File: src/rtl/rule_seq_detector.sv
// Cycle-accurate detector for trans ##1 start_trans ##1 a ##1 b ##1 c ##1 end_trans.
// Define SEQ_DET_FAIL_EN to compile in failure accounting (fail / fail_cnt); otherwise both read 0.
module rule_seq_detector #(
    parameter int CNT_W = 16,
    parameter int TS_W  = 32
) (
    input  logic             sysclk,
    input  logic             rst,
    input  logic             en,
    input  logic             clr,
    input  logic             trans,
    input  logic             start_trans,
    input  logic             a,
    input  logic             b,
    input  logic             c,
    input  logic             end_trans,
    output logic             match,
    output logic             active,
    output logic [CNT_W-1:0] attempt_cnt,
    output logic [CNT_W-1:0] match_cnt,
    output logic [TS_W-1:0]  last_match_ts,
    output logic             fail,
    output logic [CNT_W-1:0] fail_cnt
);

    localparam logic [CNT_W-1:0] CNT_MAX = '1;

    logic [4:0]      st;
    logic [TS_W-1:0] cyc_cnt;
    logic            start;
    logic            hit;

    assign start  = trans & en;
    assign hit    = st[4] & end_trans;
    assign active = |st;

    function automatic logic [CNT_W-1:0] sat_inc(input logic [CNT_W-1:0] v);
        return (v == CNT_MAX) ? v : v + CNT_W'(1);
    endfunction

    // Each st bit is an independent thread, so overlapping attempts need no extra state.
    always_ff @(posedge sysclk) begin
        if (rst) begin
            st    <= '0;
            match <= 1'b0;
        end else begin
            st    <= {st[3] & c, st[2] & b, st[1] & a, st[0] & start_trans, start};
            match <= hit;
        end
    end

    always_ff @(posedge sysclk) begin
        if (rst) begin
            cyc_cnt <= '0;
        end else begin
            cyc_cnt <= cyc_cnt + TS_W'(1);
        end
    end

    // clr takes priority over any increment landing on the same edge.
    always_ff @(posedge sysclk) begin
        if (rst || clr) begin
            attempt_cnt   <= '0;
            match_cnt     <= '0;
            last_match_ts <= '0;
        end else begin
            if (start) begin
                attempt_cnt <= sat_inc(attempt_cnt);
            end
            if (hit) begin
                match_cnt     <= sat_inc(match_cnt);
                last_match_ts <= cyc_cnt;
            end
        end
    end

`ifdef SEQ_DET_FAIL_EN
    logic [4:0]       fail_vec;
    logic [2:0]       fail_num;
    logic [CNT_W+2:0] fail_sum;

    assign fail_vec = st & ~{end_trans, c, b, a, start_trans};

    always_comb begin
        fail_num = '0;
        for (int i = 0; i < 5; i++) begin
            fail_num = fail_num + {2'b00, fail_vec[i]};
        end
    end

    // Up to five threads can die together, so saturate on the widened sum.
    assign fail_sum = {3'b000, fail_cnt} + {{CNT_W{1'b0}}, fail_num};

    always_ff @(posedge sysclk) begin
        if (rst) begin
            fail     <= 1'b0;
            fail_cnt <= '0;
        end else begin
            fail <= |fail_vec;
            if (clr) begin
                fail_cnt <= '0;
            end else if (fail_sum > {3'b000, CNT_MAX}) begin
                fail_cnt <= CNT_MAX;
            end else begin
                fail_cnt <= fail_sum[CNT_W-1:0];
            end
        end
    end
`else
    assign fail     = 1'b0;
    assign fail_cnt = '0;
`endif

endmodule
File: config.mk
export PLATFORM = sky130hd
export DESIGN_NAME = rule_seq_detector
export DESIGN_NICKNAME = d
export VERILOG_FILES = /design/src/rtl/rule_seq_detector.sv
export SDC_FILE = /design/constraint.sdc
export NUM_CORES = 1
export LEC_CHECK = 0
export ABC_CLOCK_PERIOD_IN_PS = 2600
export BUFFER_PORTS_ARGS = -buffer_cell sky130_fd_sc_hd__buf_2
export CAP_MARGIN = 20
export CORE_UTILIZATION = 40
export CTS_CLUSTER_SIZE = 28
export DETAILED_ROUTE_END_ITERATION = 8
export GPL_ROUTABILITY_DRIVEN = 0
export PLACE_DENSITY = 0.57
export SYNTH_ARGS = -nofsm -noshare
export SYNTH_HDL_FRONTEND = slang
export SYNTH_SLANG_ARGS = --single-unit
File: constraint.sdc
create_clock -name sysclk -period 2.6 [get_ports sysclk]
set_input_delay 0 -clock sysclk [delete_from_list [all_inputs] [get_ports sysclk]]
set_output_delay 0 -clock sysclk [all_outputs]
set_load 0.005 [all_outputs]
# Yosys cells after proc, flatten, opt, wreduce, memory -nomap -nowiden
# Index checks and enable logic that the tools add are counted.
totals:
  reg_bits: 102
  input_bits: 10
  output_inout_bits: 83
  word_cells: 23
op_classes:
  add_sub_neg: 3
  n_eq_ne: 2
  bitwise_logic: 8
  n_reduce_logical: 4
op_table:
  columns: ["op", "count"]
  rows:
  - ["$add 16x1->16 const B", 2]
  - ["$add 32x1->32 const B", 1]
  - ["$eq 16x16->1 const B", 2]
  - ["$and 1x1->1", 6]
  - ["$reduce_or 5->1", 1]
  - ["$reduce_and 2->1", 2]
  - ["$not 1->1", 2]
  - ["$logic_or 1x1->1", 1]

# Logic depth before layout (Yosys ltp)
# Gate-level depths: netlist of run 1.
logic_depth:
  ltp_word: 3
  depth_mapped: 6
  ltp_nobuf: 5

# Worst setup path after synthesis of run 1
# OpenSTA, ideal clock, no wires.
synth_path:
  kind: "reg2reg"
  startpoint: "register cyc_cnt[0]"
  endpoint: "register cyc_cnt[30]"
  setup_ns: 0.121
  arrival_ns: 1.875
  required_ns: 2.479
  path_slack_ns: 0.604
  stages_incl_launch_ff: 7
  n_path_buf: 1
  synth_period_minus_slack_ns: 1.996
  path_cell_list: "dfxtp_1 -> ha_1 -> and4_2 -> nand3_1 -> clkbuf_1 -> nor4_1 -> mux2_2"
synth_via:
  elab_chain_cells: 1
synth_rtl:
  columns: ["element", "line_no", "source"]
  rows:
  - ["start, declared", "29", "logic [TS_W-1:0] cyc_cnt;"]
  - ["start signal, assigned", "56", "cyc_cnt <= cyc_cnt + TS_W'(1);"]
  - ["$add 32x1->32", "56", null]
# Every way passes these cells.
# A chain may end at the register's enable or synchronous reset.

# Worst setup path in the final report of run 1
# Ends and elaborated chain as after synthesis.

==> results of run 1 <==
per-stage QoR:
stage | hold WS, ns | instance area [um^2]
floorplan | 0.121 | 4570
global placement | 0.218 | 4910
detailed placement | 0.223 | 4910
CTS | 0.0162 | 5290
global route | 0.0501 | 5310
finish | 0.0393 | 5310
final timing paths:
kind / cells after the start / slack, ns / endpoint
setup / recovery: 6 / 0.55 / cyc_cnt[30]
hold reg to reg: 2 / 0.43 / st[1]
hold / removal: 3 / 0.04 / attempt_cnt[1]
setup reg to reg: 6 / 0.55 / cyc_cnt[30]
state kept, by name, summed over array words and instances (netlist names):
signal / flops
match: 1
attempt_cnt: 16
last_match_ts: 32
st: 5
match_cnt: 16
cyc_cnt: 32
Yosys cell counts (all sizes together) (4+ instances only):
cell and instances:
a21oi 71, and3 9, and4 9, buf 25, clkbuf 18, dfxtp 102, inv 6, nand2 95
nand3 25, nand4 18, nor2 26, nor3 8, nor4 7, o211ai 4, o21ai 21, o31ai 20
or3 21, or4 20, xnor2 6, xor2 7
metal layers:
metal  vias to the layer above  GRT usage (%)
met5                         -              0
met4                         0           7.14
met3                        11           2.65
met2                        79           28.6
met1                      1922           24.7
li1                       2109              -
report_power, final:
group	total [W]	leakage (nW)	switching, W	internal (W)
sequential	0.00157	0.822	0.00000703	0.00157
combinational	0.0000697	0.948	0.0000461	0.0000236
clock	0.00129	0.139	0.000584	0.000706
total	0.00293	1.91	0.000638	0.00230
cells in the final DEF (no fill, tap or decap), types with 19 or more instances in the layout:
cell     count
nand3_1     24
or4_1       19
o21ai_0     21
nand2_1     95
nor2_1      26
or3_1       19
dfxtp_1    102
buf_2       75
a21oi_1     71
o31ai_1     20
area by class of cell:
cell class | instances | area, um^2 | share of cell area [%]
clock inverter | 4 | 30.0 | 0.565
tap | 140 | 175 | 3.30
clock buffer | 12 | 256 | 4.83
multi-input combinational | 412 | 2250 | 42.4
timing repair buffer | 91 | 531 | 9.99
sequential | 102 | 2040 | 38.4
inverter | 6 | 22.5 | 0.424
worst reg2reg max path, stage by stage, from the launching register on:
cell     delay, ns
dfxtp_1       0.42
ha_1          0.24
and4_2        0.30
nand3_1       0.09
buf_4         0.21
nor4_1        0.32
mux2_2        0.38
kinds of logic (layout without fill, tap and decap cells):
logic type               after synthesis  count (layout)  synth area share [%]
flip-flops                           102             102                  45.3
other                                  1              17                0.0831
buffers and inverters                 50             113                  6.10
XOR/XNOR                              13              13                  2.52
AND/OR/NAND/NOR                      246             246                  27.8
multiplexers                           1               1                 0.250
adder cells (fa/ha/maj)                3               3                 0.832
AO/OA/AOI/OAI                        132             132                  17.2
timing repair:
item                       in CTS  in global routing
hold endpoints to repair        5                  0
hold buffers                    9                  0
setup endpoints to repair       0                  0
==> results.yml, run 1 <==
route:
  wl_met3_um: 362
  dr_wl_met2_um: 4570
  routed.top_layer: "met4"
  wl_um: 10200
  drt_pre_antenna_iters: 4
  vias: 4121
  drt_iter0_drc: 176
  drt-met1-wl_um: 5150
  drcViolationCount: 0
  drtAntennaViolNets: 0
  viasPerCell: 5.37
  routedWlPerCell_um: 13.3
timing:
  setup_tns_ns: 0
  tightest_slew_ns: 0.780
  fin_crit_sh_pct: 78.7
  finalHoldViolCount: 0
  skew_ns: 0.00611
  drv_slew: 0
  setup_ws_ns: 0.553
  setup_violations: 0
  max_slew_margin_pct: 47.8
  fmax_mhz: 489
  period_needed_ns: 2.05
  rsz0062_at_grt: "no"
power_and_ir_drop:
  power.leakage_nw: 1.91
  max-vdd-ir-drop_mv: 0.268
  power.total_w: 0.00293
  power_density_mw_per_mm2: 552
final_layout:
  fin_util_pct: 48.6
  nets: 635
  n_antenna_cell: 0
  final_cells: 767
  area_growth_pct: 17.7
  fillers: 1121
  drive_gt1_share_pct: 17.1
critical_path:
  path_buf_inv: 1
  cp_data_arrival_time_ns: 2.27
  cp-end-kind: "flop"
  cp_cell_sequence: "ha_1, and4_2, nand3_1, buf_4, nor4_1, mux2_2"
  slowest_stage: "dfxtp_1"
  crit_fanout: 16
  worstPathRequired_ns: 2.82
  r2r_start: "cyc_cnt[0]"
  critical_path_class: "flop to flop"
  cp_slowest_stage_delay_ns: 0.42
  critPathLaunchType: "flop"
  startpoint: "cyc_cnt[0]"
  path_delay_family: "simple AND/OR/NAND/NOR gates"
floorplanning:
  core_mm2: 0.0109
  die_w_um: 108
  row_count: 38
  num_io_pins: 93
  start_util_pct: 41.3
  die_area_mm2: 0.0117
  die_h_um: 108
placement:
  preCtsSetupSlack_ns: 0.571
  io_buffers: 75
  hpwl_um: 6930
  dp_cells: 741
clock_network:
  clockBufferDepth: 2
  htree_levels: 3
  clock_latency_ns: 0.34
  cts-resized-gates: 0
  numCtsBuffers: 9
  clk_pin_slew_ns: 0.07
  cts_sinks: 102
  cts_tree: "built"
  postCtsSetupRepairBufs: 0
  clock-root-buffer: "clkbuf_16"
synth:
  syn_area_mm2: 0.00451
  synth_cells: 548
  yosys.area.top_type: "dfxtp_1"
  syn_avg_cell_area_um2: 8.23
  synth_area_leaders: "dfxtp_1 (45%), nand2_1 (7.9%), a21oi_1 (7.9%)"
  synthArstFlopShare_pct: 0
  ys_warn_count: 0
  ys_ff_latch: 102
  synth_flop_cell: "dfxtp_1"
  synth_top_area_share_pct: 45.3
  yosysSeqAreaShare_pct: 45.3
  ys_types: 45
  synth_edf_count: 0
global_routing:
  grt_pass1_vias: 3571
  grt_usage_pct: 18.1
  grt_max_degree: 59
  grt_pass1_wl_um: 17000
  grt.overflow.total: 0
  antenna_found_initial: 0
hold_path:
  hold_class: "input port to flop"
  hp-start: "trans"
status:
  status: "finished, final reports clean"
flow_run:
  drv_cap: 0
Note: power is estimated with default switching activity, not from simulation.
==> inputs of run 2 (changes only) <==
Settings changed: ABC_AREA set to 1, ABC_CLOCK_PERIOD_IN_PS 2600 to 2050.
Clock period 2.6 ns to 2.05 ns, I/O delays scaled along.
==> run 2 against run 1 <==
The run now ends with DRC left; routed wire length rose by 11%; final cell count rose by 25%; flip-flop and latch count did not move; global-route usage rose by 0.79 points; die area rose by 7.8%; clock power rose by 28%; setup slack got worse by 0.049 ns; clock skew rose by 0.0024 ns; critical path depth rose by 3; fmax rose by 32%; core utilization fell by 0.11 points.
==> results.yml, run 2 <==
status:
  status: "complete, but fails checks"
  violations: "DRC"
final_layout:
  layout_common_cells: "nand2_1 (179), nor2_1 (177), dfxtp_1 (102)"
  nets: 821
  reg_top3: "cyc_cnt x32, last_match_ts x32"
  drive_gt1_share_pct: 15.1
  n_antenna_cell: 0
  final_cells: 956
  final_common_cell: "nand2_1"
  fin_util_pct: 48.5
  area_growth_pct: 16.1
floorplanning:
  num_io_pins: 93
  die_w_um: 112
  row_count: 39
  die_h_um: 112
  start_util_pct: 41.8
  core_mm2: 0.0117
  die_area_mm2: 0.0126
timing:
  whs_ns: 0.0905
  tightest_slew_ns: 0.560
  drv_slew: 0
  rsz0062_at_grt: "no"
  finalHoldViolCount: 0
  fmax_mhz: 647
  setup_violations: 0
  fin_crit_sh_pct: 75.4
  setup_tns_ns: 0
  max_slew_margin_pct: 62.6
  period_needed_ns: 1.55
  skew_ns: 0.00855
route:
  drt_pre_antenna_iters: 8
  routedWlPerCell_um: 11.8
  drcViolationCount: 5
  drt_iter0_drc: 256
  vias: 4581
  drtAntennaViolNets: 0
  wl_um: 11300
  viasPerCell: 4.79
synth:
  synth-compound-area-share_pct: 10.3
  netlist_top_cells_count: "nand2_1 (179), nor2_1 (177), dfxtp_1 (102)"
  synth_xor_area_share_pct: 0.540
  synth_area_leaders: "dfxtp_1 (42%), nand2_1 (14%), nor2_1 (14%)"
  synth_top_family_by_area: "simple AND/OR/NAND/NOR gates"
  ys_types: 27
  synth_fa_ha_area_share_pct: 0.771
  ys_ff_latch: 102
  synth_simple_gate_area_share_pct: 37.5
  muxShareOfSynthArea_pct: 0
  synth_cells: 733
  syn_area_mm2: 0.00487
  yosys.area.top_type: "dfxtp_1"
  syn_avg_cell_area_um2: 6.64
  ys_warn_count: 0
  synthArstFlopShare_pct: 0
  synth_flop_cell: "dfxtp_1"
  synth_edf_count: 0
  yosysSeqAreaShare_pct: 41.9
  synth_top_area_share_pct: 41.9
  yosysMostFrequentCell: "nand2_1"
clock_network:
  postCtsSetupRepairBufs: 0
  clock_latency_ns: 0.35
  cts_sinks: 102
  clockBufferDepth: 2
  numCtsBuffers: 9
  cts_tree: "built"
  htree_levels: 3
  ctsHoldBuffers: 6
  cts-resized-gates: 0
  clock-root-buffer: "clkbuf_16"
  clk_pin_slew_ns: 0.07
power_and_ir_drop:
  clock_power_share_pct: 43.7
  power.leakage_nw: 2.21
  p_sw_share_pct: 22.2
  switchingPower_w: 0.000837
  max-vdd-ir-drop_mv: 0.355
  p_int_w: 0.00293
  power.total_w: 0.00376
  power_density_mw_per_mm2: 666
  p_comb_share_pct: 3.2
  p_seq_share_pct: 53.0
critical_path:
  r2r_slack_ns: 0.50
  reg2reg_depth: 9
  crit_fanout: 18
  critical_path_class: "flop to flop"
  worstPathRequired_ns: 2.30
  cp_data_arrival_time_ns: 1.80
  cp-end-kind: "flop"
  critPathLaunchType: "flop"
  startpoint: "match_cnt[0]"
  reg2reg_to: "match_cnt[8]"
  r2r_start: "match_cnt[0]"
flow_run:
  drv_cap: 0
placement:
  hpwl_um: 8300
  io_buffers: 75
  dp_cells: 934
global_routing:
  grt_max_degree: 65
  grt_pass1_vias: 4252
  antenna_found_initial: 0
  grt.overflow.total: 0
  grt_pass1_wl_um: 19200
  grt_usage_pct: 18.9
hold_path:
  min_delay_worst_endpoint: "cyc_cnt[0]"
  hold_depth: 2
  hold_class: "input port to flop"
  hp-start: "rst"
==> run 2: changes by cell type after synthesis, sizes merged, moves of 21 or more <==
cell	delta
or3	-21
nor2	+167
inv	+51
o21ai	+22
nand2	+93
==> run 2: cell type report <==
class / count / area (um^2)
clock buffers: 12 / 256
clock inverters: 4 / 30.0
fillers: 1200 / 6010
inverters: 57 / 214
multi-input cells: 554 / 2460
flip-flops and latches: 102 / 2040
well taps: 143 / 179
repair buffers: 84 / 470
==> run 2: worst max-delay path by stage <==
stage / endpoint
4_1_cts: last_match_ts[6]
3_5_place_dp: last_match_ts[6]
3_3_place_gp: match_cnt[15]
5_1_grt: last_match_ts[10]
2_1_floorplan: attempt_cnt[2]
6_report: match_cnt[8]
==> run 2: cells by family after synthesis <==
| group | after synthesis |
|---|---|
| compound gates | 100 |
| xor+xnor | 3 |
| fa+ha+maj | 3 |
| buf+inv | 93 |
| flops | 102 |
| other cells | 1 |
| simple gates | 431 |
==> run 2: worst max-delay path, cell delays in order (launching register included) <==
cell     delay, ns
dfxtp_1       0.39
ha_1          0.19
inv_1         0.06
nor2_1        0.18
nand4_1       0.17
buf_4         0.24
nand2_1       0.07
nand2_1       0.05
inv_1         0.06
nor2_1        0.04
==> run 2: power groups by stage <==
stage               Combinational (W)  Clock, W  Sequential [W]
CTS                          0.000125   0.00170         0.00200
detailed placement           0.000115         0         0.00204
global route                 0.000141   0.00177         0.00200
floorplan                    0.000103         0         0.00204
finish                       0.000122   0.00165         0.00200
global placement             0.000112         0         0.00204
==> run 2: through the flow <==
stage	worst slack (ns)	area, um^2
after floorplan	0.704	4930
after global placement	0.551	5310
after detailed placement	0.503	5310
after CTS	0.480	5650
after global routing	0.238	5650
final	0.504	5650
==> run 2: routing by layer <==
layer | GRT usage, % | up-vias | part of all wire, %
met1 | 22.4 | 2073 | 46
met3 | 2.92 | 11 | 4.0
met2 | 34.1 | 87 | 48
li1 | - | 2410 | -
met4 | 7.64 | 0 | 1.6
met5 | 0 | - | 0
==> inputs of run 3 (changes only) <==
Settings changed: ABC_CLOCK_PERIOD_IN_PS 2050 to 1350, PLACE_DENSITY 0.57 to 0.59.
Clock period 2.05 ns to 1.35 ns, I/O delays scaled along.
==> run 3 against run 2 <==
The run ends with DRC, setup timing left; fmax rose by 11%; sequential share of layout area fell by 4.8 points; clock power increased by 59%; global-route usage increased by 1.4 points; clock skew grew 0.0015 ns; flip-flop and latch count did not move; final area is 18% higher; via count up 7.9%; critical path type unchanged; critical path depth fell by 1; non-clock buffer count grew 61; core utilization rose by 8.6 points.
==> results.yml, run 3 (synthesis gave the netlist of run 2 again) <==
critical_path:
  r2r_start: "attempt_cnt[1]"
  critical_path_class: "flop to flop"
  crit_fanout: 6
  worstPathRequired_ns: 1.60
  startpoint: "attempt_cnt[1]"
  cp_slowest_stage_delay_ns: 0.36
  cp_cell_sequence: "ha_4, nand2_4, nor2_4, nand2_4, nor2_4, nor2_1, nor2_1, nor2_2"
  cp-end-kind: "flop"
  slowest_stage: "dfxtp_2"
  cp_data_arrival_time_ns: 1.63
  r2r_slack_ns: -0.04
  critPathLaunchType: "flop"
route:
  wl_um: 12900
  drcViolationCount: 7
  vias: 4943
  drt_iter0_drc: 255
  viasPerCell: 4.86
  drt_pre_antenna_iters: 9
  drtAntennaViolNets: 0
  routedWlPerCell_um: 12.6
final_layout:
  seq_area_mm2: 0.00208
  drive_gt1_share_pct: 35.2
  layout_common_cells: "nand2_1 (155), nor2_1 (138), buf_2 (75)"
  area_growth_pct: 36.5
  final_common_cell: "nand2_1"
  final_area_mm2: 0.00665
  multiInputGateArea_mm2: 0.00289
  n_antenna_cell: 0
  nets: 883
  fillers: 1083
  reg_top3: "cyc_cnt x32, last_match_ts x32"
  fin_util_pct: 57.0
timing:
  tightest_slew_ns: 0.504
  setup_tns_ns: -0.121
  skew_ns: 0.0100
  rsz0062_at_grt: "yes"
  fin_crit_sh_pct: 103
  setup_violations: 11
  drv_slew: 0
  setup_ws_ns: -0.0367
  finalHoldViolCount: 0
  fmax_mhz: 721
  period_needed_ns: 1.39
  max_slew_margin_pct: 66.3
status:
  violations: "DRC, setup timing"
  status: "complete, but fails checks"
clock_network:
  cts_tree: "built"
  cts_sinks: 102
  clock_latency_ns: 0.35
  clockBufferDepth: 2
  clk_pin_slew_ns: 0.06
  htree_levels: 3
  numCtsBuffers: 9
  clock-root-buffer: "clkbuf_16"
power_and_ir_drop:
  power.leakage_nw: 2.66
  max-vdd-ir-drop_mv: 0.625
  power.total_w: 0.00588
  power_density_mw_per_mm2: 884
floorplanning:
  core_mm2: 0.0117
  die_w_um: 112
  die_h_um: 112
  die_area_mm2: 0.0126
  num_io_pins: 93
  start_util_pct: 41.8
  row_count: 39
global_routing:
  grt.overflow.total: 0
  grt_max_degree: 65
  antenna_found_initial: 0
  grt_usage_pct: 20.3
  grt_pass1_wl_um: 20500
  grt_pass1_vias: 4593
placement:
  dpl_cell_area_mm2: 0.00568
  io_buffers: 75
  preCtsSetupSlack_ns: -0.120
  hpwl_um: 8890
hold_path:
  hold_class: "input port to flop"
  hp-start: "end_trans"
flow_run:
  drv_cap: 0
[run 3: critical path, delay by kind of cell (launching register included)]
family	cells	cell delay [ns]
adder cells (fa/ha/maj)	1	0.15
flip-flops	1	0.36
AND/OR/NAND/NOR	7	0.78
[run 3: metrics by stage]
step / hold WS [ns] / std cells
6_report: 0.0543 / 1017
3_5_place_dp: 0.232 / 984
5_1_grt: 0.0842 / 1017
4_1_cts: 0.0186 / 1009
2_1_floorplan: 0.121 / 749
3_3_place_gp: 0.222 / 984
[run 3: layer usage]
metal  vias to the layer above  wire length, um  GRT usage [%]
met4                         0              201           9.60
met2                       112             6400           34.8
met5                         -                0              0
met1                      2268             5690           23.8
met3                        13              565           4.97
li1                       2550                -              -
[run 3: layout make-up]
type,count,area share [%]
inverters,57,3.39
repair buffers,145,14.6
well taps,143,2.69
clock inverters,5,0.903
flip-flops and latches,102,31.3
clock buffers,10,3.59
multi-input cells,555,43.5
[run 3: power by group]
part | switching [W] | total, W | internal (W)
combinational | 0.000132 | 0.000217 | 0.0000855
sequential | 0.0000158 | 0.00303 | 0.00302
clock | 0.00115 | 0.00263 | 0.00148
[run 3: worst paths after layout]
kind	end	depth (start not counted)
worst min-delay path	last_match_ts[1]	4
worst min register to register	st[4]	2
worst max register to register	attempt_cnt[7]	8
worst max-delay path	attempt_cnt[7]	8
[run 3: repair_timing]
action | in CTS | in global routing
setup buffers | 5 | 6
setup endpoints to repair | 51 | 72
hold buffers | 4 | 0
gates cloned | 1 | 2
gates resized for setup | 37 | 130
pin swaps | 11 | 31
hold endpoints to repair | 4 | 0
